$ cat src/rtl/upower_pkg.sv
// rtl/upower_pkg.sv - shared store opcodes, store-buffer entry layout and drain FSM encoding
package upower_pkg;

    localparam logic [5:0] PO_STB = 6'd38;
    localparam logic [5:0] PO_STH = 6'd44;
    localparam logic [5:0] PO_STW = 6'd36;
    localparam logic [5:0] PO_STD = 6'd62;

    localparam int DW_W    = 61;
    localparam int ENTRY_W = DW_W + 64 + 8;

    typedef struct packed {
        logic [DW_W-1:0] dw;
        logic [63:0]     wdata;
        logic [7:0]      be;
    } sb_entry_t;

    typedef enum logic {
        S_IDLE  = 1'b0,
        S_ISSUE = 1'b1
    } drain_state_t;

endpackage

$ cat src/rtl/store_buffer_fifo.sv
// rtl/store_buffer_fifo.sv - DEPTH-entry synchronous FIFO of store entries with per-slot valid bits
module store_buffer_fifo
    import upower_pkg::*;
#(
    parameter int DEPTH = 4,
    parameter int PW    = $clog2(DEPTH),
    parameter int CW    = $clog2(DEPTH + 1)
) (
    input  logic                           clk,
    input  logic                           rst,
    input  logic                           push,
    input  sb_entry_t                      push_entry,
    input  logic                           pop,
    output sb_entry_t                      head,
    output logic                           full,
    output logic                           empty,
    output logic [CW-1:0]                  count,
    output logic [DEPTH-1:0]               vld,
    output logic [DEPTH-1:0][DW_W-1:0]     dw
);

    sb_entry_t         mem_q [DEPTH];
    logic [PW-1:0]     wr_ptr;
    logic [PW-1:0]     rd_ptr;
    logic [CW-1:0]     count_q;
    logic [DEPTH-1:0]  vld_q;
    logic              push_ok;
    logic              pop_ok;

    assign full    = (count_q == CW'(DEPTH));
    assign empty   = (count_q == '0);
    assign push_ok = push && !full;
    assign pop_ok  = pop && !empty;
    assign count   = count_q;
    assign vld     = vld_q;
    assign head    = mem_q[rd_ptr];

    // Pointers, occupancy and slot-valid bits; pointers wrap naturally since DEPTH is a power of two
    always_ff @(posedge clk) begin
        if (rst) begin
            wr_ptr  <= '0;
            rd_ptr  <= '0;
            count_q <= '0;
            vld_q   <= '0;
        end else begin
            if (push_ok) begin
                wr_ptr        <= wr_ptr + PW'(1);
                vld_q[wr_ptr] <= 1'b1;
            end
            if (pop_ok) begin
                rd_ptr        <= rd_ptr + PW'(1);
                vld_q[rd_ptr] <= 1'b0;
            end
            count_q <= count_q + CW'(push_ok) - CW'(pop_ok);
        end
    end

    // Entry storage; contents are qualified by vld_q so they need no reset
    always_ff @(posedge clk) begin
        if (push_ok) begin
            mem_q[wr_ptr] <= push_entry;
        end
    end

    // Expose every slot's doubleword address for the load-overlap compare
    always_comb begin
        for (int i = 0; i < DEPTH; i++) begin
            dw[i] = mem_q[i].dw;
        end
    end

endmodule

$ cat src/rtl/store_buffer_unit.sv
// rtl/store_buffer_unit.sv - store sizing/lane alignment, FIFO queue and memory drain; STORE_FWD_EN enables load-overlap check
module store_buffer_unit
    import upower_pkg::*;
#(
    parameter int DEPTH = 4
) (
    input  logic                         clk,
    input  logic                         rst,
    input  logic                         st_valid,
    output logic                         st_ready,
    input  logic [5:0]                   st_po,
    input  logic [63:0]                  st_addr,
    input  logic [63:0]                  st_data,
    output logic                         st_err,
    output logic                         mem_valid,
    input  logic                         mem_ready,
    output logic [63:0]                  mem_addr,
    output logic [63:0]                  mem_wdata,
    output logic [7:0]                   mem_be,
    output logic [$clog2(DEPTH+1)-1:0]   count,
    output logic                         empty,
    input  logic [63:0]                  ld_chk_addr,
    output logic                         ld_chk_hit
);

    localparam int CW = $clog2(DEPTH + 1);

    logic                        accept;
    logic                        aligned_ok;
    logic [2:0]                  off;
    logic [63:0]                 sized;
    logic [7:0]                  be_base;
    logic [63:0]                 lane_data;
    logic [7:0]                  lane_be;
    logic                        push;
    logic                        pop;
    sb_entry_t                   new_entry;
    sb_entry_t                   head;
    logic                        fifo_full;
    logic                        fifo_empty;
    logic [CW-1:0]               fifo_count;
    logic [DEPTH-1:0]            fifo_vld;
    logic [DEPTH-1:0][DW_W-1:0]  fifo_dw;
    drain_state_t                state_q;
    drain_state_t                state_d;

    // Full is derived from the registered count, so a pop never frees a slot in the same cycle
    assign st_ready = !rst && !fifo_full;
    assign accept   = st_valid && st_ready;
    assign off      = st_addr[2:0];

    // Size the store by opcode and check the offset is naturally aligned for that size
    always_comb begin
        sized      = '0;
        be_base    = '0;
        aligned_ok = 1'b0;
        case (st_po)
            PO_STB: begin
                sized      = {56'b0, st_data[7:0]};
                be_base    = 8'h01;
                aligned_ok = 1'b1;
            end
            PO_STH: begin
                sized      = {48'b0, st_data[15:0]};
                be_base    = 8'h03;
                aligned_ok = (off[0] == 1'b0);
            end
            PO_STW: begin
                sized      = {32'b0, st_data[31:0]};
                be_base    = 8'h0F;
                aligned_ok = (off[1:0] == 2'b00);
            end
            PO_STD: begin
                sized      = st_data;
                be_base    = 8'hFF;
                aligned_ok = (off == 3'b000);
            end
            default: begin
                sized      = '0;
                be_base    = '0;
                aligned_ok = 1'b0;
            end
        endcase
    end

    // Little-endian lane placement: the low byte of the sized data lands in lane off
    assign lane_data = sized << {off, 3'b000};
    assign lane_be   = be_base << off;

    assign push            = accept && aligned_ok;
    assign new_entry.dw    = st_addr[63:3];
    assign new_entry.wdata = lane_data;
    assign new_entry.be    = lane_be;

    // Rejected requests still consume the handshake; flag them one cycle later
    always_ff @(posedge clk) begin
        if (rst) begin
            st_err <= 1'b0;
        end else begin
            st_err <= accept && !aligned_ok;
        end
    end

    store_buffer_fifo #(
        .DEPTH (DEPTH)
    ) u_fifo (
        .clk        (clk),
        .rst        (rst),
        .push       (push),
        .push_entry (new_entry),
        .pop        (pop),
        .head       (head),
        .full       (fifo_full),
        .empty      (fifo_empty),
        .count      (fifo_count),
        .vld        (fifo_vld),
        .dw         (fifo_dw)
    );

    assign count = fifo_count;
    assign empty = fifo_empty;

    // Drain FSM state register
    always_ff @(posedge clk) begin
        if (rst) begin
            state_q <= S_IDLE;
        end else begin
            state_q <= state_d;
        end
    end

    // Drain FSM: present the head entry and pop on mem_ready; leave ISSUE only when the last entry goes
    always_comb begin
        state_d   = state_q;
        mem_valid = 1'b0;
        pop       = 1'b0;
        case (state_q)
            S_IDLE: begin
                if (!fifo_empty) begin
                    state_d = S_ISSUE;
                end
            end
            S_ISSUE: begin
                mem_valid = 1'b1;
                if (mem_ready) begin
                    pop = 1'b1;
                    if (!(fifo_count > CW'(1)) && !push) begin
                        state_d = S_IDLE;
                    end
                end
            end
            default: begin
                state_d = S_IDLE;
            end
        endcase
    end

    // Memory payload is zero when nothing is presented; head is stable while stalled
    assign mem_addr  = mem_valid ? {head.dw, 3'b000} : 64'd0;
    assign mem_wdata = mem_valid ? head.wdata : 64'd0;
    assign mem_be    = mem_valid ? head.be : 8'd0;

`ifdef STORE_FWD_EN
    logic unused_bits;
    assign unused_bits = ^ld_chk_addr[2:0];

    // Doubleword-granular overlap of the load address with any pending store
    always_comb begin
        ld_chk_hit = 1'b0;
        for (int i = 0; i < DEPTH; i++) begin
            if (fifo_vld[i] && (fifo_dw[i] == ld_chk_addr[63:3])) begin
                ld_chk_hit = 1'b1;
            end
        end
    end
`else
    logic unused_bits;
    assign unused_bits = ^{ld_chk_addr, fifo_vld, fifo_dw};
    assign ld_chk_hit  = 1'b0;
`endif

endmodule

$ cat config.mk
export PLATFORM = sky130hd
export DESIGN_NAME = store_buffer_unit
export DESIGN_NICKNAME = d
export VERILOG_FILES = /design/src/rtl/upower_pkg.sv /design/src/rtl/store_buffer_fifo.sv /design/src/rtl/store_buffer_unit.sv
export SDC_FILE = /design/constraint.sdc
export NUM_CORES = 1
export LEC_CHECK = 0
export ABC_AREA = 1
export CAP_MARGIN = 20
export CORE_MARGIN = 3
export CORE_UTILIZATION = 40
export DETAILED_ROUTE_END_ITERATION = 6
export SLEW_MARGIN = 20
export SYNTH_ARGS = -nofsm -noshare
export SYNTH_HDL_FRONTEND = slang
export SYNTH_SLANG_ARGS = --single-unit
$ cat constraint.sdc
create_clock -name clk -period 10.8 [get_ports clk]
set_input_delay 3.24 -clock clk [delete_from_list [all_inputs] [get_ports clk]]
set_output_delay 3.24 -clock clk [all_outputs]
set_load 0.05 [all_outputs]
## Word-level counts from Yosys, hierarchy flattened

Memories as Yosys holds them, arrays and structs flattened. A register that Yosys moved wholly into a read port is not among the register bits.
Index checks and enable logic that the tools add are counted.

| operators by class | value |
|---|---|
| add/subtract/negate cells | 4 |
| $lt $le $gt $ge | 1 |
| eq/ne operators | 5 |
| shift operators | 2 |
| muxes and demuxes | 17 |
| bitwise gates (word level) | 2 |
| reductions and logical operators | 16 |

Operators with widths:

| cell | number |
|---|---|
| $pmux 64 s4 | 1 |
| $mux 64 | 2 |
| $shl 64x6->64 | 1 |
| $pmux 8 s4 | 1 |
| $eq 6x6->1 const B | 4 |
| $mux 1 | 8 |
| $mux 8 | 1 |
| $shl 8x3->8 | 1 |
| $logic_and 1x1->1 | 7 |
| $logic_not 1->1 | 6 |
| $logic_not 3->1 | 2 |
| $add 2x1->2 const B | 2 |
| $mux 2 | 2 |
| $pmux 1 s4 | 1 |
| $add 3x1->3 | 1 |
| $eq 3x3->1 const B | 1 |
| $gt 3x1->1 const B | 1 |
| $sub 3x1->3 | 1 |
| $logic_not 2->1 | 1 |
| $not 1->1 | 2 |
| $pmux 1 s2 | 1 |

| storage, ports and cells | value |
|---|---|
| register bits after elaboration | 9 |
| bits in writable memories | 532 |
| input port bits | 202 |
| output and inout bits | 144 |
| logic and storage cells | 53 |
| memories | 1 |

Memories:

| memory | depth | width | read ports | clocked after memory_dff | wr ports | line | RTL |
|---|---|---|---|---|---|---|---|
| u_fifo.mem_q | 4 | 133 | 1 | 1 | 1 | store_buffer_fifo.sv:22 | `sb_entry_t mem_q [DEPTH];` |

## Logic depth before layout (Yosys ltp)

Gate-level depths: netlist of run 1.

| depth | value |
|---|---|
| word-level depth | 10 |
| depth in mapped cells | 12 |
| depth with buffers taken out | 12 |

## Modules after synthesis

From an unflattened synthesis of run 1, not the netlist that was laid out.

| second synthesis, totals | value |
|---|---|
| cell total of the unflattened synthesis | 2458 |
| area, all modules | 25968.7 um2 |

By module, submodules not included:

| module | instances | cells an instance | area each (um2) |
|---|---|---|---|
| store_buffer_fifo | 1 | 1627 | 22261.4 |
| store_buffer_unit | 1 | 831 | 3707.3 |

## Worst setup path before layout of run 1

OpenSTA, ideal clock, no wires.

| timing path | value |
|---|---|
| path kind | input to register |
| start | in rst |
| end | mem u_fifo.mem_q[0][0] (netlist name) (enable) |
| arrival time | 10.117 ns |
| required time | 10.173 ns |
| slack | 0.056 ns |
| stages | 5 |
| path through | a31oi_1 > nand2_1 > inv_1 > nand2_2 > nor2_1 |

| on the way | value |
|---|---|
| word-level cells in the longest chain between the ends | 7 |

RTL lines:

| item | line | RTL |
|---|---|---|
| from (decl) | store_buffer_unit.sv:8 | `input logic rst,` |
| $logic_not 1->1 | store_buffer_unit.sv:48 | `assign st_ready = !rst && !fifo_full;` |
| $logic_and 1x1->1 | store_buffer_unit.sv:48 |  |
| $logic_and 1x1->1 | store_buffer_unit.sv:49 | `assign accept = st_valid && st_ready;` |
| $logic_and 1x1->1 | store_buffer_unit.sv:90 | `assign push = accept && aligned_ok;` |
| $logic_and 1x1->1 | store_buffer_fifo.sv:32 | `assign push_ok = push && !full;` |
| $mux 1 | store_buffer_fifo.sv:60 | `if (push_ok) begin` |
| $mux 1 (not written as such) | store_buffer_fifo.sv:61 | `mem_q[wr_ptr] <= push_entry;` |
| to (decl) | store_buffer_fifo.sv:22 |  |

Every way passes these cells.

## Final worst setup path of run 1

| timing path | value |
|---|---|
| start | in rst |
| end | out st_ready |

| on the way | value |
|---|---|
| word-level cells in the longest chain between the ends | 2 |

RTL lines:

| item | line | RTL |
|---|---|---|
| $logic_not 1->1 | store_buffer_unit.sv:48 |  |
| $logic_and 1x1->1 | store_buffer_unit.sv:48 |  |
| to (decl) | store_buffer_unit.sv:10 | `output logic st_ready,` |

Every way passes these cells.

==> run_results.csv, run 1 <==
group,metric,value,unit
pwr,p_leak,9.993,nW
clock_network,cts_tree,"done",
clock_network,hold_buffers,0,
cells_and_area,drive_gt1_share,6.902,%
die,ios,346,
sta,tns,0,ns
synth,ys_seq_area_share,68.54,%
sta,maxSlewViolCount,0,
drt,wl_per_cell,20.21,µm
critical_path,cpMostUsedCell,"clkdlybuf4s50_1",
synth,synth_edf_count,532,
synth,yosysMostFrequentCell,"nor2_1",
cells_and_area,post-route-cell-area,28740,µm²
pwr,p_switching,0.9124,mW
synth,synth_top_cell_by_area,"edfxtp_1",
pwr,vdd_drop_max,122.9,µV
min_path,hold_path_class,"flip-flop to flip-flop",
clock_network,cts_root_buffer,"clkbuf_16",
global_routing,grt_usage,20.22,%
run_status,status,"finished clean",
global_routing,antenna_found_initial,1,
clock_network,clockBufferDepth,3,
drt,first_iter_violations,1455,
synth,netlist-cell-type-count,40,
synth,syn_area_per_cell,10.85,µm²
sta,fin_skew,0.01787,ns
sta,fin_crit_sh,75.07,%
sta,rsz0062_at_grt,"false",
drt,ant_nets,0,
pwr,netSwitchingFraction,20.71,%
pwr,clkPwrFrac,43.7,%
pwr,power.total,4.405,mW
cells_and_area,final.fill_count,5117,
critical_path,crit_path_end_kind,"output pin",
drt,vias_per_cell,5.260,
placed_design,hpwl,37.61,mm
drt,drc_errors,0,
run,maxCapViolCount,0,
synth,ys_ff_latch,543,
die,die_h,249.0,µm
clock_network,clk-insertion-delay-late,0.62,ns
global_routing,grt_max_degree,170,
cells_and_area,syn2layout_area_growth,21.64,%
die,core-area,58030,µm²
critical_path,required,7.56,ns
critical_path,arrival,4.87,ns
critical_path,cp-start-kind,"input port",
synth,synth_warnings,0,
sta,fmax,0.1233,GHz
global_routing,grt_pass1_vias,15870,
sta,min_period,8.108,ns
drt,first_pass_iters,7,
drt,finalWirelength,64.64,mm
synth,ys.flop_type,"edfxtp_1",
clock_network,path_clk_slew,0.06,ns
sta,tightest_slew,1.068,ns
synth,ys_top_cells_by_area,"edfxtp_1 (68%), nor2_1 (9.3%), o21ai_0 (5.8%), nand2_1 (3.4%), a21oi_1 (3.2%)",
die,rows,88,
cells_and_area,final_net_count,2600,
pwr,seqPwrFrac,52.4,%
sta,hold_ws,0.4628,ns
placed_design,post_dp_cell_area,26890,µm²
critical_path,cp_slowest_cell,"clkdlybuf4s50_1",
clock_network,clkSinkCount,543,
cells_and_area,diodes,0,
sta,slew-limit-headroom,28.82,%
pwr,pwr-share-comb,3.9,%
sta,setup_viol,0,
synth,synth_common_cells,"nor2_1 (584), edfxtp_1 (532), o21ai_0 (274)",
die,dieArea,62020,µm²
synth,netlist_area,23630,µm²
critical_path,worstSetupPathType,"input port to output pin",
synth,yosysTopAreaCellShare,67.61,%
drt,vias,16830,
clock_network,h-tree-depth,2,
cells_and_area,final_cells,3199,
synth,synthArstFlopShare,0,%
clock_network,post_cts_buffers,0,
clock_network,cts_resized,0,
pwr,p_int,3.492,mW
clock_network,cts_buffers,56,
critical_path,cp_cell_sequence,"clkdlybuf4s50_1, a31oi_1, clkdlybuf4s50_1",
placed_design,gp_congestion,0.8636,
critical_path,crit_family,"buffers and inverters",
critical_path,slowest_delay,0.86,ns
sta,hold_viol,0,
die,initial_core_util,40.72,%
synth,syn-instance-count,2178,
placed_design,placement.io_buffers,277,
critical_path,cp_max_fo,5,
die,die_w,249.0,µm
critical_path,critPathBufInv,2,
pwr,power_density,153.3,nW/µm²
global_routing,overflow,0,
placed_design,dp.cells,3097,
global_routing,grt_pass1_wl,97.17,mm
==> sequential cells by signal, indices dropped and copies added, names as in the netlist, named ones only <==
name / flops
state_q: 1
u_fifo.count: 3
u_fifo.wr_ptr: 2
st_err: 1
u_fifo.mem_q: 532
u_fifo.rd_ptr: 2
==> per-stage QoR <==
stage          setup slack [ns]  utilization, %
2_1_floorplan           0.05601               -
3_3_place_gp              2.716           46.34
3_5_place_dp              2.705           46.35
4_1_cts                   2.690           49.53
5_1_grt                   2.599           49.53
6_report                  2.692           49.53
==> layout make-up <==
cell class,instances,area (µm²),share of cell area (%)
Multi-Input combinational cell,1427,6539,22.75
Clock buffer,61,1420,4.941
Inverter,67,266.5,0.9273
Clock inverter,41,425.4,1.480
Sequential cell,543,16200,56.38
Tap cell,765,957.2,3.330
Timing Repair Buffer,295,2930,10.20
==> logic make-up (layout without fill, tap and decap cells) <==
family	Yosys count	count (layout)	synth area share (%)
other	1	4	0.01587
AND/OR/NAND/NOR	959	959	17.08
XOR/XNOR	1	1	0.03708
AO/OA/AOI/OAI	455	455	9.903
adder cells (fa/ha/maj)	8	8	0.4554
flip-flops	543	543	68.54
buffers and inverters	211	464	3.966
==> layer usage <==
layer / GRT usage (%) / wire [µm] / vias up
li1: - / - / 7983
met1: 28.34 / 28180 / 8221
met2: 32.15 / 30470 / 520
met3: 4.061 / 4236 / 100
met4: 5.786 / 1743 / 2
met5: 0 / 13 / -
==> worst reg2reg max path: cells and delay by family (launching register included) <==
kind                   cells  cell delay [ns]
buffers and inverters      3             1.05
AND/OR/NAND/NOR            3             1.07
flip-flops                 1             0.38
AO/OA/AOI/OAI              1             0.28
==> worst paths after layout <==
kind,start,to,slack [ns],cells past startpoint
max,rst,st_ready,2.69,3
min,u_fifo.rd_ptr[1]$_SDFFE_PP0P_,flip-flop,0.46,2
max reg2reg,u_fifo.count[0]$_SDFF_PP0_,u_fifo.mem_q[2][33]$_DFFE_PP_,7.55,7
min reg2reg,u_fifo.rd_ptr[1]$_SDFFE_PP0P_,flip-flop,0.46,2
==> layout by cell type, fill, tap and decap left out, drive strengths merged <==
cell type and instances:
inv 70, buf 21, a22o 3, o211ai 8, nand3 134, clkbuf 61
ha 7, a21oi 150, fa 1, nor3 4, nand2 224, dfxtp 11
edfxtp 532, o21ai 286, conb 4, o221ai 1, clkinvlp 6, nor2 591
clkinv 25, clkdlybuf4s50 274, a31oi 1, nand4 6, bufinv 7, xor2 1
o31ai 1, a22oi 5
==> power by group through the flow <==
stage | combinational [mW] | sequential [mW] | clock (mW)
4_1_cts | 0.171 | 2.31 | 1.97
2_1_floorplan | 0.0735 | 2.35 | 0
3_5_place_dp | 0.170 | 2.35 | 0
3_3_place_gp | 0.168 | 2.35 | 0
5_1_grt | 0.184 | 2.31 | 2.06
6_report | 0.171 | 2.31 | 1.93
(Power assumes the default switching activity.)
==> run 2: changes to the inputs <==
- clock period: 10.8 -> 8.28 ns (I/O delays scaled with it)
==> run 2 against run 1 <==
  * Sequential share of layout area shrank 0.60 points
  * Wire length increased by 1.6%
  * Clock power increased by 43%
  * Setup slack got worse by 0.98 ns
==> run_results.csv, run 2 (synthesis results as in run 1) <==
group,metric,value,unit
run_status,status,"finished clean",
critical_path,cp_slowest_cell,"clkdlybuf4s50_1",
die,rows,88,
cells_and_area,syn2layout_area_growth,22.95,%
sta,fmax,0.1524,GHz
placed_design,placement.io_buffers,277,
critical_path,critPathBufInv,2,
pwr,power.total,5.994,mW
clock_network,cts_resized,0,
die,die_w,249.0,µm
critical_path,crit_family,"buffers and inverters",
critical_path,cp_cell_sequence,"clkdlybuf4s50_1, a31oi_1, clkdlybuf4s50_1",
pwr,p_leak,10.16,nW
drt,first_pass_iters,5,
global_routing,overflow,0,
clock_network,path_clk_slew,0.06,ns
die,ios,346,
critical_path,worstSetupPathType,"input port to output pin",
cells_and_area,drive_gt1_share,7.353,%
cells_and_area,post-route-cell-area,29050,µm²
die,die_h,249.0,µm
clock_network,cts_root_buffer,"clkbuf_16",
sta,hold_viol,0,
cells_and_area,final_common_cell,"nor2_1",
clock_network,cts_buffers,57,
sta,maxSlewViolCount,0,
placed_design,post-place-ws,1.689,ns
cells_and_area,final.fill_count,5129,
critical_path,cpMostUsedCell,"clkdlybuf4s50_1",
drt,wl_per_cell,20.44,µm
die,initial_core_util,40.72,%
cells_and_area,final_net_count,2611,
clock_network,post_cts_buffers,0,
drt,ant_nets,0,
sta,layout_setup_ws,1.717,ns
global_routing,grt_usage,20.44,%
drt,finalWirelength,65.69,mm
placed_design,hpwl,39.55,mm
global_routing,grt_pass1_wl,98.46,mm
drt,first_iter_violations,1473,
critical_path,slowest_delay,0.85,ns
cells_and_area,largest_reg_flops,532,
cells_and_area,most-common-layout-cells,"nor2_1 (580), edfxtp_1 (532), o21ai_0 (274), clkdlybuf4s50_1 (274), nand2_1 (213)",
die,core-area,58030,µm²
critical_path,crit_path_end_kind,"output pin",
critical_path,cp-start-kind,"input port",
cells_and_area,top_register,"u_fifo.mem_q",
critical_path,cp_max_fo,5,
clock_network,clockBufferDepth,3,
drt,vias_per_cell,5.288,
global_routing,grt_max_degree,170,
sta,tightest_slew,1.108,ns
sta,fin_skew,0.01325,ns
clock_network,clk-insertion-delay-late,0.61,ns
clock_network,clkSinkCount,543,
pwr,power_density,206.3,nW/µm²
pwr,vdd_drop_max,143.9,µV
sta,setup_viol,0,
die,dieArea,62020,µm²
clock_network,hold_buffers,0,
global_routing,grt_pass1_vias,15800,
run,maxCapViolCount,0,
critical_path,arrival,4.08,ns
drt,vias,17000,
critical_path,required,5.80,ns
placed_design,gp_congestion,0.8974,
sta,min_period,6.563,ns
clock_network,cts_tree,"done",
placed_design,post_dp_cell_area,26990,µm²
sta,rsz0062_at_grt,"false",
placed_design,dp.cells,3107,
min_path,hold_path_class,"flip-flop to flip-flop",
cells_and_area,final_cells,3214,
sta,slew-limit-headroom,26.13,%
drt,drc_errors,0,
global_routing,antenna_found_initial,0,
sta,fin_crit_sh,79.27,%
clock_network,h-tree-depth,2,
==> run 2: cell types whose count changed in the layout (fill, tap and decap cells not counted), sizes merged <==
cell      previous run  this run
clkinv              25        23
clkbuf              61        65
clkinvlp             6         2
bufinv               7        13
diode                0         1
buf                 21        31
==> run 2: layout make-up <==
type                       count  area (µm²)  area share, %
sequential                   543       16200          55.78
multi-input combinational   1427        6536          22.50
timing repair buffer         305        3030          10.43
clock buffer                  65        1499          5.160
tap                          765       957.2          3.295
clock inverter                41       554.3          1.908
inverter                      67       266.5         0.9174
antenna                        1       2.502       0.008614
==> run 2: worst register-to-register path, cell delays in order (launching register included) <==
cell     delay (ns)
dfxtp_1        0.37
inv_1          0.09
a31oi_1        0.25
nand2_1        0.15
inv_1          0.12
nand2_2        0.17
nor2_4         0.79
buf_4          0.77
==> run 2: power by group <==
group	internal, mW	switching [mW]
clock network	1.71	1.05
logic	0.0861	0.139
registers	3.01	0.000827
total	4.80	1.19
==> run 2: routing by layer <==
layer	part of all wire (%)	global-route usage (%)
met1	44	29.33
met2	47	32.79
met3	6.5	3.362
met4	2.1	4.775
met5	0	0
==> run 2: per-stage QoR <==
stage               hold WS (ns)  TNS [ns]  util [%]
floorplan                 0.4356   -908.65         -
global placement          0.4391         0     46.52
detailed placement        0.4458         0     46.52
CTS                       0.4554         0     50.05
global route              0.4973         0     50.06
finish                    0.4525         0     50.06
==> run 2: path summary, 6_finish.rpt <==
path | startpoint | end | slack, ns | cells past startpoint
max | rst | st_ready | 1.72 | 3
min | u_fifo.rd_ptr[1]$_SDFFE_PP0P_ | flip-flop | 0.45 | 2
max reg2reg | u_fifo.count[0]$_SDFF_PP0_ | u_fifo.mem_q[1][119]$_DFFE_PP_ | 5.08 | 7
min reg2reg | u_fifo.rd_ptr[1]$_SDFFE_PP0P_ | flip-flop | 0.45 | 2
==> run 3: changes to the inputs <==
- clock period: 8.28 -> 6.15 ns (I/O delays scaled with it)
==> run 3 against run 2 <==
  * Via count hardly changed
  * Sequential share of layout area is 0.084 points higher
  * Wire length is 0.42% lower
  * Clock power is 25% higher
  * Sequential power is 35% higher
  * Combinational power is 34% higher
  * Critical path depth is 3 higher
  * Count of clock-buffer cells in the layout is 1 higher
  * Global-route usage is 0.091 points higher
  * Critical path type is now flip-flop to output pin
  * Critical endpoint is now mem_wdata[30]
==> run_results.csv, run 3 (synthesis results as in run 1) <==
group,metric,value,unit
run_status,status,"finished clean",
min_path,hp-start,"u_fifo.rd_ptr[1]$_SDFFE_PP0P_",
drt,vias,16980,
drt,wl_per_cell,20.35,µm
critical_path,worstReg2RegEnd,"u_fifo.mem_q[1][116]$_DFFE_PP_",
pwr,vdd_drop_max,224.4,µV
critical_path,worstSetupPathType,"flip-flop to output pin",
pwr,clkPwrFrac,44.2,%
placed_design,dp.cells,3109,
sta,tns,0,ns
pwr,power.total,7.801,mW
sta,slew-limit-headroom,30.58,%
die,ios,346,
critical_path,arrival,3.51,ns
sta,rsz0062_at_grt,"false",
global_routing,grt_pass1_wl,98.65,mm
critical_path,cp_max_fo,171,
die,die_w,249.0,µm
sta,min_period,5.351,ns
cells_and_area,final_common_cell,"nor2_1",
clock_network,cts_tree,"done",
clock_network,hold_buffers,0,
critical_path,cp-start-kind,"flip-flop",
sta,fin_crit_sh,87.00,%
critical_path,crit_path_end_kind,"output pin",
drt,ant_nets,0,
min_path,whs_path_depth,2,
critical_path,reg2reg_from,"u_fifo.count[0]$_SDFF_PP0_",
sta,fin_skew,0.01355,ns
run,maxCapViolCount,0,
drt,vias_per_cell,5.284,
cells_and_area,final_cells,3214,
critical_path,reg2reg_depth,7,
drt,first_iter_violations,1491,
pwr,p_leak,10.11,nW
placed_design,gp_congestion,0.8942,
placed_design,placement.io_buffers,277,
clock_network,h-tree-depth,2,
cells_and_area,final_net_count,2613,
cells_and_area,most-common-layout-cells,"nor2_1 (580), edfxtp_1 (532), o21ai_0 (274)",
cells_and_area,largest_reg_flops,532,
cells_and_area,drive_gt1_share,7.149,%
pwr,p_int,6.221,mW
clock_network,post_cts_buffers,0,
die,dieArea,62020,µm²
pwr,seqPwrFrac,51.9,%
global_routing,grt_max_degree,172,
die,initial_core_util,40.72,%
cells_and_area,top_register,"u_fifo.mem_q",
drt,finalWirelength,65.41,mm
drt,drc_errors,0,
sta,tightest_slew,1.041,ns
cells_and_area,syn2layout_area_growth,22.76,%
pwr,power_density,268.9,nW/µm²
clock_network,cts_buffers,57,
die,rows,88,
global_routing,grt_usage,20.53,%
clock_network,clockBufferDepth,3,
placed_design,hpwl,38.91,mm
pwr,pwr-share-comb,3.9,%
drt,first_pass_iters,5,
cells_and_area,final.fill_count,5106,
sta,layout_setup_ws,0.7994,ns
die,die_h,249.0,µm
clock_network,path_clk_slew,0.06,ns
clock_network,clk-insertion-delay-late,0.60,ns
pwr,p_switching,1.579,mW
global_routing,overflow,0,
cells_and_area,final_core_util,49.99,%
sta,fmax,0.1869,GHz
critical_path,r2r_slack,3.75,ns
clock_network,cts_resized,0,
pwr,netSwitchingFraction,20.25,%
clock_network,cts_root_buffer,"clkbuf_16",
die,core-area,58030,µm²
placed_design,post-place-ws,0.9250,ns
min_path,hold_path_class,"flip-flop to flip-flop",
global_routing,grt_pass1_vias,16300,
critical_path,required,4.30,ns
global_routing,antenna_found_initial,0,
sta,maxSlewViolCount,0,
clock_network,clkSinkCount,543,
sta,setup_viol,0,
sta,hold_viol,0,
run 3: power by group through the flow:
stage	clock network, mW	logic [mW]	registers (mW)
4_1_cts	3.54	0.301	4.05
3_5_place_dp	0	0.299	4.13
6_report	3.45	0.302	4.05
5_1_grt	3.68	0.323	4.05
3_3_place_gp	0	0.296	4.13
2_1_floorplan	0	0.129	4.13
run 3: how the worst max path moves through the flow:
stage | start | to | cells past startpoint
floorplan | rst | u_fifo.mem_q[0][0]$_DFFE_PP_ | 5
global placement | rst | st_ready | 3
detailed placement | rst | st_ready | 3
CTS | flip-flop | mem_wdata[19] | 6
global route | flip-flop | mem_wdata[30] | 6
finish | flip-flop | mem_wdata[30] | 6
run 3: critical path, stage by stage, from the launching register on:
cell,delay (ns)
dfxtp_4,0.54
buf_12,0.55
nor2_1,0.12
nor2_1,0.11
o21ai_0,0.10
a21oi_1,0.39
clkdlybuf4s50_1,0.90
run 3: area by class of cell:
type,instances,area (µm²),area share (%)
Multi-Input combinational cell,1427,6536,22.53
Sequential cell,543,16200,55.86
Clock inverter,38,405.4,1.398
Clock buffer,66,1481,5.107
Timing Repair Buffer,307,3156,10.88
Antenna cell,1,2.502,0.008627
Inverter,67,264.0,0.9102
Tap cell,765,957.2,3.300
run 3: metrics by stage:
step	hold WS, ns	cell area (µm²)
after floorplan	0.4356	23650
after global placement	0.4533	27120
after detailed placement	0.4605	27120
after CTS	0.4722	29000
after global routing	0.4924	29000
final	0.4694	29010
run 3: per-layer routing:
layer  track usage, %  vias up  wire length (µm)  part of all wire (%)
li1                 -     8027                 -                     -
met1            28.30     8284             28070                    43
met2            33.83      581             31350                    48
met3            3.070       90              4344                   6.6
met4            6.184        0              1646                   2.5
met5                0        -                 0                     0
